**config.mk**
```make
export PLATFORM = sky130hd
export DESIGN_NAME = gated_counter_bank
export DESIGN_NICKNAME = d
export VERILOG_FILES = /design/src/rtl/gated_counter_pkg.sv /design/src/rtl/gated_counter_bank_ch.sv /design/src/rtl/gated_counter_bank.sv
export SDC_FILE = /design/constraint.sdc
export NUM_CORES = 1
export LEC_CHECK = 0
export CAP_MARGIN = 20
export CORE_MARGIN = 5
export CORE_UTILIZATION = 45
export DETAILED_ROUTE_END_ITERATION = 8
export GPL_TIMING_DRIVEN = 0
export PLACE_DENSITY = 0.72
export SLEW_MARGIN = 20
export SYNTH_ARGS = -nofsm -noshare
export SYNTH_HDL_FRONTEND = slang
export SYNTH_SLANG_ARGS = --single-unit
```
**constraint.sdc**
```tcl
create_clock -name clk -period 5.9 [get_ports clk]
set_clock_uncertainty 0.2 [all_clocks]
set_input_delay 0.885 -clock clk [delete_from_list [all_inputs] [get_ports clk]]
set_output_delay 0.885 -clock clk [all_outputs]
set_load 0.05 [all_outputs]
```
**src/rtl/gated_counter_pkg.sv**
```systemverilog
// Shared types and constants for the gated multi-channel event counter.
package gated_counter_pkg;

    typedef enum logic [1:0] {
        IDLE    = 2'd0,
        GATE    = 2'd1,
        CAPTURE = 2'd2
    } state_e;

    localparam int SYNC_STAGES_MIN = 2;

endpackage

```
**src/rtl/gated_counter_bank_ch.sv**
```systemverilog
// One channel: input synchroniser, rising-edge detect, WIDTH-bit event counter and overflow flag.
module edge_counter_ch
    import gated_counter_pkg::*;
#(
    parameter int WIDTH       = 32,
    parameter int SYNC_STAGES = 2,
    parameter int SATURATE    = 0
) (
    input  logic             clk,
    input  logic             reset,
    input  logic             sig_i,
    input  logic             count_en_i,
    input  logic             clear_i,
    input  logic             clear_to_one_i,
    output logic [WIDTH-1:0] count_o,
    output logic             ovf_o
);

    localparam int NSYNC = (SYNC_STAGES < SYNC_STAGES_MIN) ? SYNC_STAGES_MIN : SYNC_STAGES;

    logic [NSYNC-1:0] sync_q;
    logic             prev_q;
    logic             edge_w;
    logic             inc_w;
    logic [WIDTH-1:0] count_q, count_d;
    logic             ovf_q, ovf_d;

    assign edge_w = sync_q[NSYNC-1] & ~prev_q;
    assign inc_w  = count_en_i & edge_w;

    // A clear coincides with the capture cycle; an edge arriving then opens the next gate at 1.
    always_comb begin
        count_d = count_q;
        ovf_d   = ovf_q;
        if (clear_i) begin
            count_d = (inc_w && clear_to_one_i) ? WIDTH'(1) : '0;
            ovf_d   = 1'b0;
        end else if (inc_w) begin
            if (&count_q) begin
                ovf_d   = 1'b1;
                count_d = (SATURATE != 0) ? count_q : '0;
            end else begin
                count_d = count_q + WIDTH'(1);
            end
        end
    end

    always_ff @(posedge clk) begin
        if (reset) begin
            sync_q  <= '0;
            prev_q  <= 1'b0;
            count_q <= '0;
            ovf_q   <= 1'b0;
        end else begin
            sync_q  <= {sync_q[NSYNC-2:0], sig_i};
            prev_q  <= sync_q[NSYNC-1];
            count_q <= count_d;
            ovf_q   <= ovf_d;
        end
    end

    assign count_o = count_q;
    assign ovf_o   = ovf_q;

endmodule

```
**src/rtl/gated_counter_bank.sv**
```systemverilog
// Multi-channel gated event counter: shared gate FSM, per-channel counters, capture and host handshake.
module gated_counter_bank
    import gated_counter_pkg::*;
#(
    parameter int NCH         = 4,
    parameter int WIDTH       = 32,
    parameter int GATE_W      = 24,
    parameter int SYNC_STAGES = 2,
    parameter int SATURATE    = 0
) (
    input  logic                 clk,
    input  logic                 reset,
    input  logic [NCH-1:0]       sig_in_i,
    input  logic [NCH-1:0]       ch_ena_i,
    input  logic [GATE_W-1:0]    gate_len_i,
    input  logic                 start_i,
    input  logic                 continuous_i,
    output logic                 busy_o,
    output logic [NCH*WIDTH-1:0] live_count_o,
    output logic [NCH*WIDTH-1:0] cap_count_o,
    output logic [NCH-1:0]       cap_ovf_o,
    output logic                 cap_valid_o,
    input  logic                 cap_ack_i,
    output logic                 cap_lost_o
);

    state_e               state_q, state_d;
    logic [GATE_W-1:0]    gate_cnt_q, gate_cnt_d;
    logic [GATE_W-1:0]    gate_load_w;
    logic [NCH*WIDTH-1:0] live_w;
    logic [NCH-1:0]       ovf_w;
    logic [NCH*WIDTH-1:0] cap_count_q, cap_count_d;
    logic [NCH-1:0]       cap_ovf_q, cap_ovf_d;
    logic                 cap_valid_q, cap_valid_d;
    logic                 cap_lost_q, cap_lost_d;
    logic                 count_en_w;
    logic                 capture_w;

    // Gate counter runs N-1 down to 0, so a zero length behaves as a one-cycle gate.
    assign gate_load_w = (gate_len_i == '0) ? '0 : gate_len_i - GATE_W'(1);
    assign capture_w   = (state_q == CAPTURE);
    assign count_en_w  = (state_q == GATE) || (capture_w && continuous_i);

    for (genvar i = 0; i < NCH; i++) begin : g_ch
        edge_counter_ch #(
            .WIDTH       (WIDTH),
            .SYNC_STAGES (SYNC_STAGES),
            .SATURATE    (SATURATE)
        ) u_ch (
            .clk            (clk),
            .reset          (reset),
            .sig_i          (sig_in_i[i]),
            .count_en_i     (count_en_w & ch_ena_i[i]),
            .clear_i        (capture_w),
            .clear_to_one_i (continuous_i),
            .count_o        (live_w[i*WIDTH +: WIDTH]),
            .ovf_o          (ovf_w[i])
        );
    end

    always_comb begin
        state_d     = state_q;
        gate_cnt_d  = gate_cnt_q;
        cap_count_d = cap_count_q;
        cap_ovf_d   = cap_ovf_q;
        cap_valid_d = cap_valid_q;
        cap_lost_d  = cap_lost_q;

        case (state_q)
            IDLE: begin
                if (start_i) begin
                    state_d    = GATE;
                    gate_cnt_d = gate_load_w;
                end
            end
            GATE: begin
                if (gate_cnt_q == '0) begin
                    state_d = CAPTURE;
                end else begin
                    gate_cnt_d = gate_cnt_q - GATE_W'(1);
                end
            end
            CAPTURE: begin
                if (continuous_i) begin
                    state_d    = GATE;
                    gate_cnt_d = gate_load_w;
                end else begin
                    state_d = IDLE;
                end
            end
            default: state_d = IDLE;
        endcase

        // A capture outranks a simultaneous acknowledge; the ack only clears the loss flag.
        if (capture_w) begin
            cap_count_d = live_w;
            cap_ovf_d   = ovf_w;
            cap_valid_d = 1'b1;
            if (cap_ack_i) begin
                cap_lost_d = 1'b0;
            end else if (cap_valid_q) begin
                cap_lost_d = 1'b1;
            end
        end else if (cap_ack_i) begin
            cap_valid_d = 1'b0;
            cap_lost_d  = 1'b0;
        end
    end

    always_ff @(posedge clk) begin
        if (reset) begin
            state_q     <= IDLE;
            gate_cnt_q  <= '0;
            cap_count_q <= '0;
            cap_ovf_q   <= '0;
            cap_valid_q <= 1'b0;
            cap_lost_q  <= 1'b0;
        end else begin
            state_q     <= state_d;
            gate_cnt_q  <= gate_cnt_d;
            cap_count_q <= cap_count_d;
            cap_ovf_q   <= cap_ovf_d;
            cap_valid_q <= cap_valid_d;
            cap_lost_q  <= cap_lost_d;
        end
    end

    assign busy_o       = (state_q != IDLE);
    assign live_count_o = live_w;
    assign cap_count_o  = cap_count_q;
    assign cap_ovf_o    = cap_ovf_q;
    assign cap_valid_o  = cap_valid_q;
    assign cap_lost_o   = cap_lost_q;

endmodule

```
==> reports/qor.txt, run 1 <==
Gate Count Post-Synth: 1691
Hold Vio Cnt, Final: 0
Area fraction of the dominant cell type after synthesis: 45.0%
Routed wire length: 44.5 mm
Ports: 300
Critical path depth in cells: 9
Psw: 1110 uW
Starting Density: 45.6%
Clock sink count: 304
Share of cells above drive strength 1: 4.45%
Crit end category: flop
Peak VDD IR: 0.172 mV
Tcrit/Tclk final: 65.6%
H-tree Lvls: 2
Max frequency: 0.258 GHz
CTS buffer count: 34
Largest net degree at the start of global routing: 13
Reg area: 6090 sq um
Hold Path Class: flop to flop
Layout area overhead: 33.6%
CTS max path bufs: 3
Slew headroom: 25.1%
Placement Rows: 63
Vias per inst: 5.58
Most used cell, CP: nor2_1
Leak: 0.00594 uW
Grt total ovfl: 0
Routed wl met2: 21.4 mm
Met3 Wirelength: 2.67 mm
RSZ-0062 raised after global routing: no
Count leader, synth: nand2_1
Slew Viols, Final: 0
Post-synth EDFFs: 0
Ranking of synthesized cells by area: dfxtp_1, nand2_1, a21oi_1, nor2_1, xor2_1
Status: completed
DP Wirelength: 33.2 mm
Async S/R FF share, synth: 0%
Critical path startpoint category: primary input
Synth Net Count: 1736
Place WS: 1.59 ns
Delay of the slowest critical-path stage: 0.90 ns
WHS Path Cells: 1
Top Layer Used: met5
Skew-Pair Late Insertion Delay: 0.51 ns
Gate power share: 8.5%
Synth Flop Type: dfxtp_1
TritonCTS clock tree: built
Drt pass-1 iters: 5
Vias in the first global route: 12600
Total global-route track usage: 25.1%
IO Port Bufs: 299
First-pass GRT wire length: 69.4 mm
Yosys warning count: 0
Vias: 13600
Root Buffer: clkbuf_16
Die outline area: 33600 sq um
MaxCap Viol Count: 0
Core area: 29600 sq um
Synth top cells by count: nand2_1, dfxtp_1, a21oi_1
Clk slew on worst S/H paths: 0.06 ns
Worst Tran Pin Value: 1.11 ns
WP buf/inv: 2
Initial antenna violation count: 1
Clock Power Share: 44.8%
PostCTS Resize Cnt: 0
Layout Nets: 2071
Final setup fails: 0
Filler Cell Count: 2698
Postcts setup bufs: 0
Crit Path Max Fanout: 8
Routed WL per cell: 18.3 microns
Initial detailed-routing violation count: 858
Die width: 183 microns
CP Class: primary input to flop
Post-synthesis area per instance: 8.00 sq um
Die height: 183 microns
Gpl congestion: 0.918
Crit-path slowest cell: o21ai_0
Final setup margin: 2.03 ns
Crit-path cells: clkdlybuf4s50_1, inv_1, ha_1, nor4b_1, nand4_1, o21ai_0, nor2_1, a222oi_1, nor2_1
Crit path DAT: 4.03 ns
WP data required: 6.06 ns
Sw Share: 24.5%
Number of hold buffers added after cts: 0
Seq pwr share: 46.7%
Multi-input logic area: 6990 sq um
Cell Int Power: 3410 uW
Antenna-violating nets left: 0
Post-synthesis sequential area ratio: 45.0%
Pwr/cell area: 250 nW/um^2
R2R cell count: 7
Setup_tns: 0 ns
Met1 Routed Length: 19.1 mm
Drc violations: 0
Tmin final: 3.87 ns
# diodes: 0
Yosys cell types: 74
Flops & latches, synth: 304
Crit path max-delay family: compound AO/OA/AOI/OAI gates
Leading area contributor after synthesis: dfxtp_1
Cell Area, Synth: 13500 sq um
-- cell usage in the layout, fill, tap and decap left out, drive strengths merged, types with 26 or more instances in the layout --
master,Yosys,layout
clkdlybuf4s50,0,299
and3,26,26
nor3,45,45
clkbuf,68,120
nand3,60,60
a21oi,179,179
xnor2,38,38
xor2,60,60
o21ai,39,39
dfxtp,304,304
nor4,36,36
nand4,38,38
nor2,169,169
nand2,359,359
-- routing by layer --
layer	vias to the layer above	global-route usage, %
met5	-	0
met4	2	7.54
met3	85	3.51
met2	487	43.8
met1	6424	32.3
li1	6599	-
-- flip-flops by register name, summed over array words and instances (netlist names) --
register           cells
cap_count_o          128
g_ch.u_ch.count_o    128
gate_cnt_q            24
g_ch.u_ch.sync_q       8
cap_ovf_o              4
g_ch.u_ch.ovf_o        4
g_ch.u_ch.prev_q       4
state_q                2
cap_lost_o             1
cap_valid_o            1
-- power by group through the flow --
stage               combinational (uW)  clock (uW)  sequential, uW
global placement                   377           0            2150
detailed placement                 379           0            2150
floorplan                          239           0            2150
global route                       413        2150            2110
CTS                                381        2050            2110
finish                             384        2020            2110
-- per-stage QoR --
step / cells / total power (uW) / hold slack (ns) / cell area (sq um) / utilization [%]
2_1_floorplan: 1691 / 2390 / 0.214 / 13500 / -
6_report: 2437 / 4510 / 0.242 / 18100 / 60.9
5_1_grt: 2437 / 4670 / 0.263 / 18100 / 60.9
3_5_place_dp: 2380 / 2530 / 0.233 / 17000 / 57.4
3_3_place_gp: 2380 / 2530 / 0.218 / 17000 / 57.4
4_1_cts: 2437 / 4540 / 0.241 / 18100 / 60.9
-- final cells by class --
type,count,area share [%]
multi-input combinational,1279,38.7
sequential,304,33.7
timing repair buffer,299,16.6
clock buffer,52,5.70
tap,390,2.70
buffer,89,2.06
inverter,19,0.395
clock inverter,5,0.159
-- logic make-up (layout without fill, tap and decap cells) --
group	after synthesis	after routing	share of synthesized area, %
fa+ha+maj	8	8	0.740
compound gates	318	318	14.2
buf+inv	108	464	3.28
mux	2	2	0.157
simple gates	853	853	30.2
xor+xnor	98	98	6.35
flops	304	304	45.0
-- path summary, 6_finish.rpt --
| path | start | endpoint | slack (ns) |
|---|---|---|---|
| max | gate_len_i[0] | gate_cnt_q[13] | 2.03 |
| min | g_ch[3].u_ch.sync_q[0] | g_ch[3].u_ch.sync_q[1] | 0.24 |
| max reg2reg | state_q[1] | cap_count_o[90] | 2.44 |
| min reg2reg | g_ch[3].u_ch.sync_q[0] | g_ch[3].u_ch.sync_q[1] | 0.24 |
No activity file was read; power rests on OpenSTA's default activity.
==> run 2, diff against run 1 <==
Settings changed: PLACE_DENSITY 0.72 to 0.75.
Clock period 5.9 ns to 3.2 ns, I/O delays scaled along.
==> reports/qor.txt, run 2 (synthesis results as in run 1) <==
RSZ-0062 raised after global routing: no
Die outline area: 33600 sq um (unchanged)
Peak VDD IR: 0.402 mV (+130%)
Number of hold buffers added after cts: 0 (unchanged)
Share of cells above drive strength 1: 4.94% (+0.50 points)
Final setup fails: 0 (unchanged)
Layout area overhead: 33.7%
Reg-to-reg endpoint: gate_cnt_q[18]
Die width: 183 microns (unchanged)
Crit end category: flop
Final setup margin: 0.0855 ns (-1.94 ns)
Total global-route track usage: 25.6% (+0.52 points)
WHS Endpoint: g_ch[3].u_ch.sync_q[1]
Initial detailed-routing violation count: 1116 (+30%)
Sw Share: 24.4% (-0.15 points)
Crit path max-delay family: buffers and inverters
Leak: 0.00594 uW (about the same)
Largest net degree at the start of global routing: 15 (+2)
Clock sink count: 304 (unchanged)
Antenna-violating nets left: 0 (unchanged)
First-pass GRT wire length: 70.6 mm (+1.9%)
Tcrit/Tclk final: 97.3%
Skew-Pair Late Insertion Delay: 0.56 ns (+0.05 ns)
Seq pwr share: 46.9% (+0.2 points)
CP Class: primary input to flop
Commonest non-fill, non-tap cell in the layout: nand2_1
Critical path startpoint category: primary input
Post-route cell area: 18100 sq um (+0.10%)
Vias: 13700 (+0.90%)
WP buf/inv: 4 (+2)
Routed wire length: 45.3 mm (+1.9%)
Crit-path cells: clkdlybuf4s50_1, clkbuf_1, clkdlybuf4s15_1, clkbuf_1, a21oi_1
Reg area: 6090 sq um (unchanged)
Most used cell, CP: clkbuf_1
Die height: 183 microns (unchanged)
Crit path DAT: 3.31 ns (-0.72 ns)
Grt total ovfl: 0 (unchanged)
CTS max path bufs: 3 (unchanged)
Status: completed
R2r startpoint: gate_cnt_q[12]
Starting Density: 45.6% (unchanged)
Gate power share: 8.6% (about the same)
Tmin final: 3.11 ns
Hold Path Class: flop to flop
Placement Rows: 63 (unchanged)
Drt pass-1 iters: 5 (unchanged)
Max frequency: 0.321 GHz
Cell Int Power: 6270 uW (+84%)
Postcts setup bufs: 0 (unchanged)
Vias per inst: 5.63 (+0.94%)
Layout Nets: 2068 (-0.14%)
Crit Path Max Fanout: 10 (+2)
Place WS: -0.652 ns (-2.24 ns)
IO Port Bufs: 299 (unchanged)
WP data required: 3.39 ns (-2.67 ns)
Vias in the first global route: 12900 (+2.5%)
Multi-input logic area: 7020 sq um (+0.32%)
Delay of the slowest critical-path stage: 0.81 ns (-0.09 ns)
Hold Path Origin: g_ch[3].u_ch.sync_q[0]
Worst Hold Margin: 0.235 ns (-0.00673 ns)
Clock Power Share: 44.6% (-0.2 points)
TritonCTS clock tree: built
Root Buffer: clkbuf_16
Pwr/cell area: 459 nW/um^2 (+84%)
Core area: 29600 sq um (unchanged)
Area after DPL: 17000 sq um (unchanged)
Drc violations: 0 (unchanged)
MaxCap Viol Count: 0 (unchanged)
Psw: 2020 uW (+83%)
Filler Cell Count: 2684 (-0.52%)
Most frequent cells in the layout: nand2_1, dfxtp_1, clkdlybuf4s50_1
R2R cell count: 8 (+1)
Hold Vio Cnt, Final: 0 (unchanged)
Worst Tran Pin Value: 0.950 ns (-0.162 ns)
CTS buffer count: 31 (-8.8%)
DP Wirelength: 33.5 mm (+1.1%)
Slew headroom: 36.7% (+12 points)
Internal reg-to-reg setup slack: 0.13 ns (-2.31 ns)
Initial antenna violation count: 4 (+3)
Crit-path slowest cell: clkdlybuf4s50_1
Slew Viols, Final: 0 (unchanged)
Clk slew on worst S/H paths: 0.06 ns (about the same)
Routed WL per cell: 18.6 microns (+1.9%)
Gpl congestion: 0.919 (+0.12%)
H-tree Lvls: 1 (-1)
Setup_tns: 0 ns (unchanged)
Ports: 300 (unchanged)
WHS Path Cells: 1 (unchanged)
==> run 2: cell count changes in the layout (fill, tap and decap cells not counted), moves of 2 or more <==
| cell | change |
|---|---|
| clkbuf_8 | -4 |
| bufinv_16 | +4 |
| diode_2 | +2 |
| nor4_2 | +2 |
| nor4_1 | -2 |
| clkbuf_2 | +4 |
| nor2_2 | +2 |
| clkbuf_1 | -8 |
| nor2_1 | -2 |
| clkbuf_16 | -4 |
| clkinv_2 | +4 |
==> run 2: per-stage QoR <==
step / cells / power [uW] / util [%]
after floorplan: 1691 / 4410 / -
after global placement: 2380 / 4660 / 57.4
after detailed placement: 2380 / 4660 / 57.4
after CTS: 2434 / 8330 / 60.9
after global routing: 2436 / 8570 / 61.0
final: 2436 / 8290 / 61.0
==> run 2: how the worst max path moves through the flow <==
stage | startpoint | endpoint | cells after the start
2_1_floorplan | g_ch[1].u_ch.count_o[4] | g_ch[1].u_ch.count_o[10] | 7
3_3_place_gp | gate_len_i[0] | gate_cnt_q[13] | 9
4_1_cts | state_q[1] | g_ch[3].u_ch.count_o[30] | 7
3_5_place_dp | gate_len_i[0] | gate_cnt_q[4] | 9
5_1_grt | state_q[0] | g_ch[0].u_ch.count_o[21] | 7
6_report | reset | g_ch[1].u_ch.count_o[30] | 5
==> run 2: worst reg2reg max path, cell delays in order (launching register included) <==
cell and delay, ns:
dfxtp_1 0.30, clkbuf_1 0.20, nor4_4 0.60, nand2_1 0.28
nor4_4 0.61, o21ai_2 0.24, nand2b_1 0.12, buf_2 0.24
o311ai_1 0.13
==> run 2: repair_timing <==
action,in CTS,in global routing
resized for setup,5,12
setup endpoints to repair,143,26
endpoints found under the hold margin,0,0
==> run 2: per-layer routing <==
layer	GRT usage (%)	up-vias	share of wire, %
met5	0	-	0.075
li1	-	6597	-
met1	32.5	6498	41
met2	44.7	515	48
met3	3.97	105	7.1
met4	8.37	4	3.0
==> run 2: area by class of cell <==
type | count | share of cell area, %
multi-input combinational | 1279 | 38.8
sequential | 304 | 33.7
timing repair buffer | 299 | 16.6
clock buffer | 41 | 4.77
tap | 390 | 2.70
buffer | 89 | 2.17
clock inverter | 13 | 0.927
inverter | 19 | 0.394
antenna | 2 | 0.0277
==> run 2: power groups by stage <==
stage	Sequential, uW	Combinational [uW]	Clock, uW
finish	3890	711	3700
global route	3890	763	3920
detailed placement	3970	698	0
CTS	3880	701	3750
floorplan	3970	441	0
global placement	3970	694	0
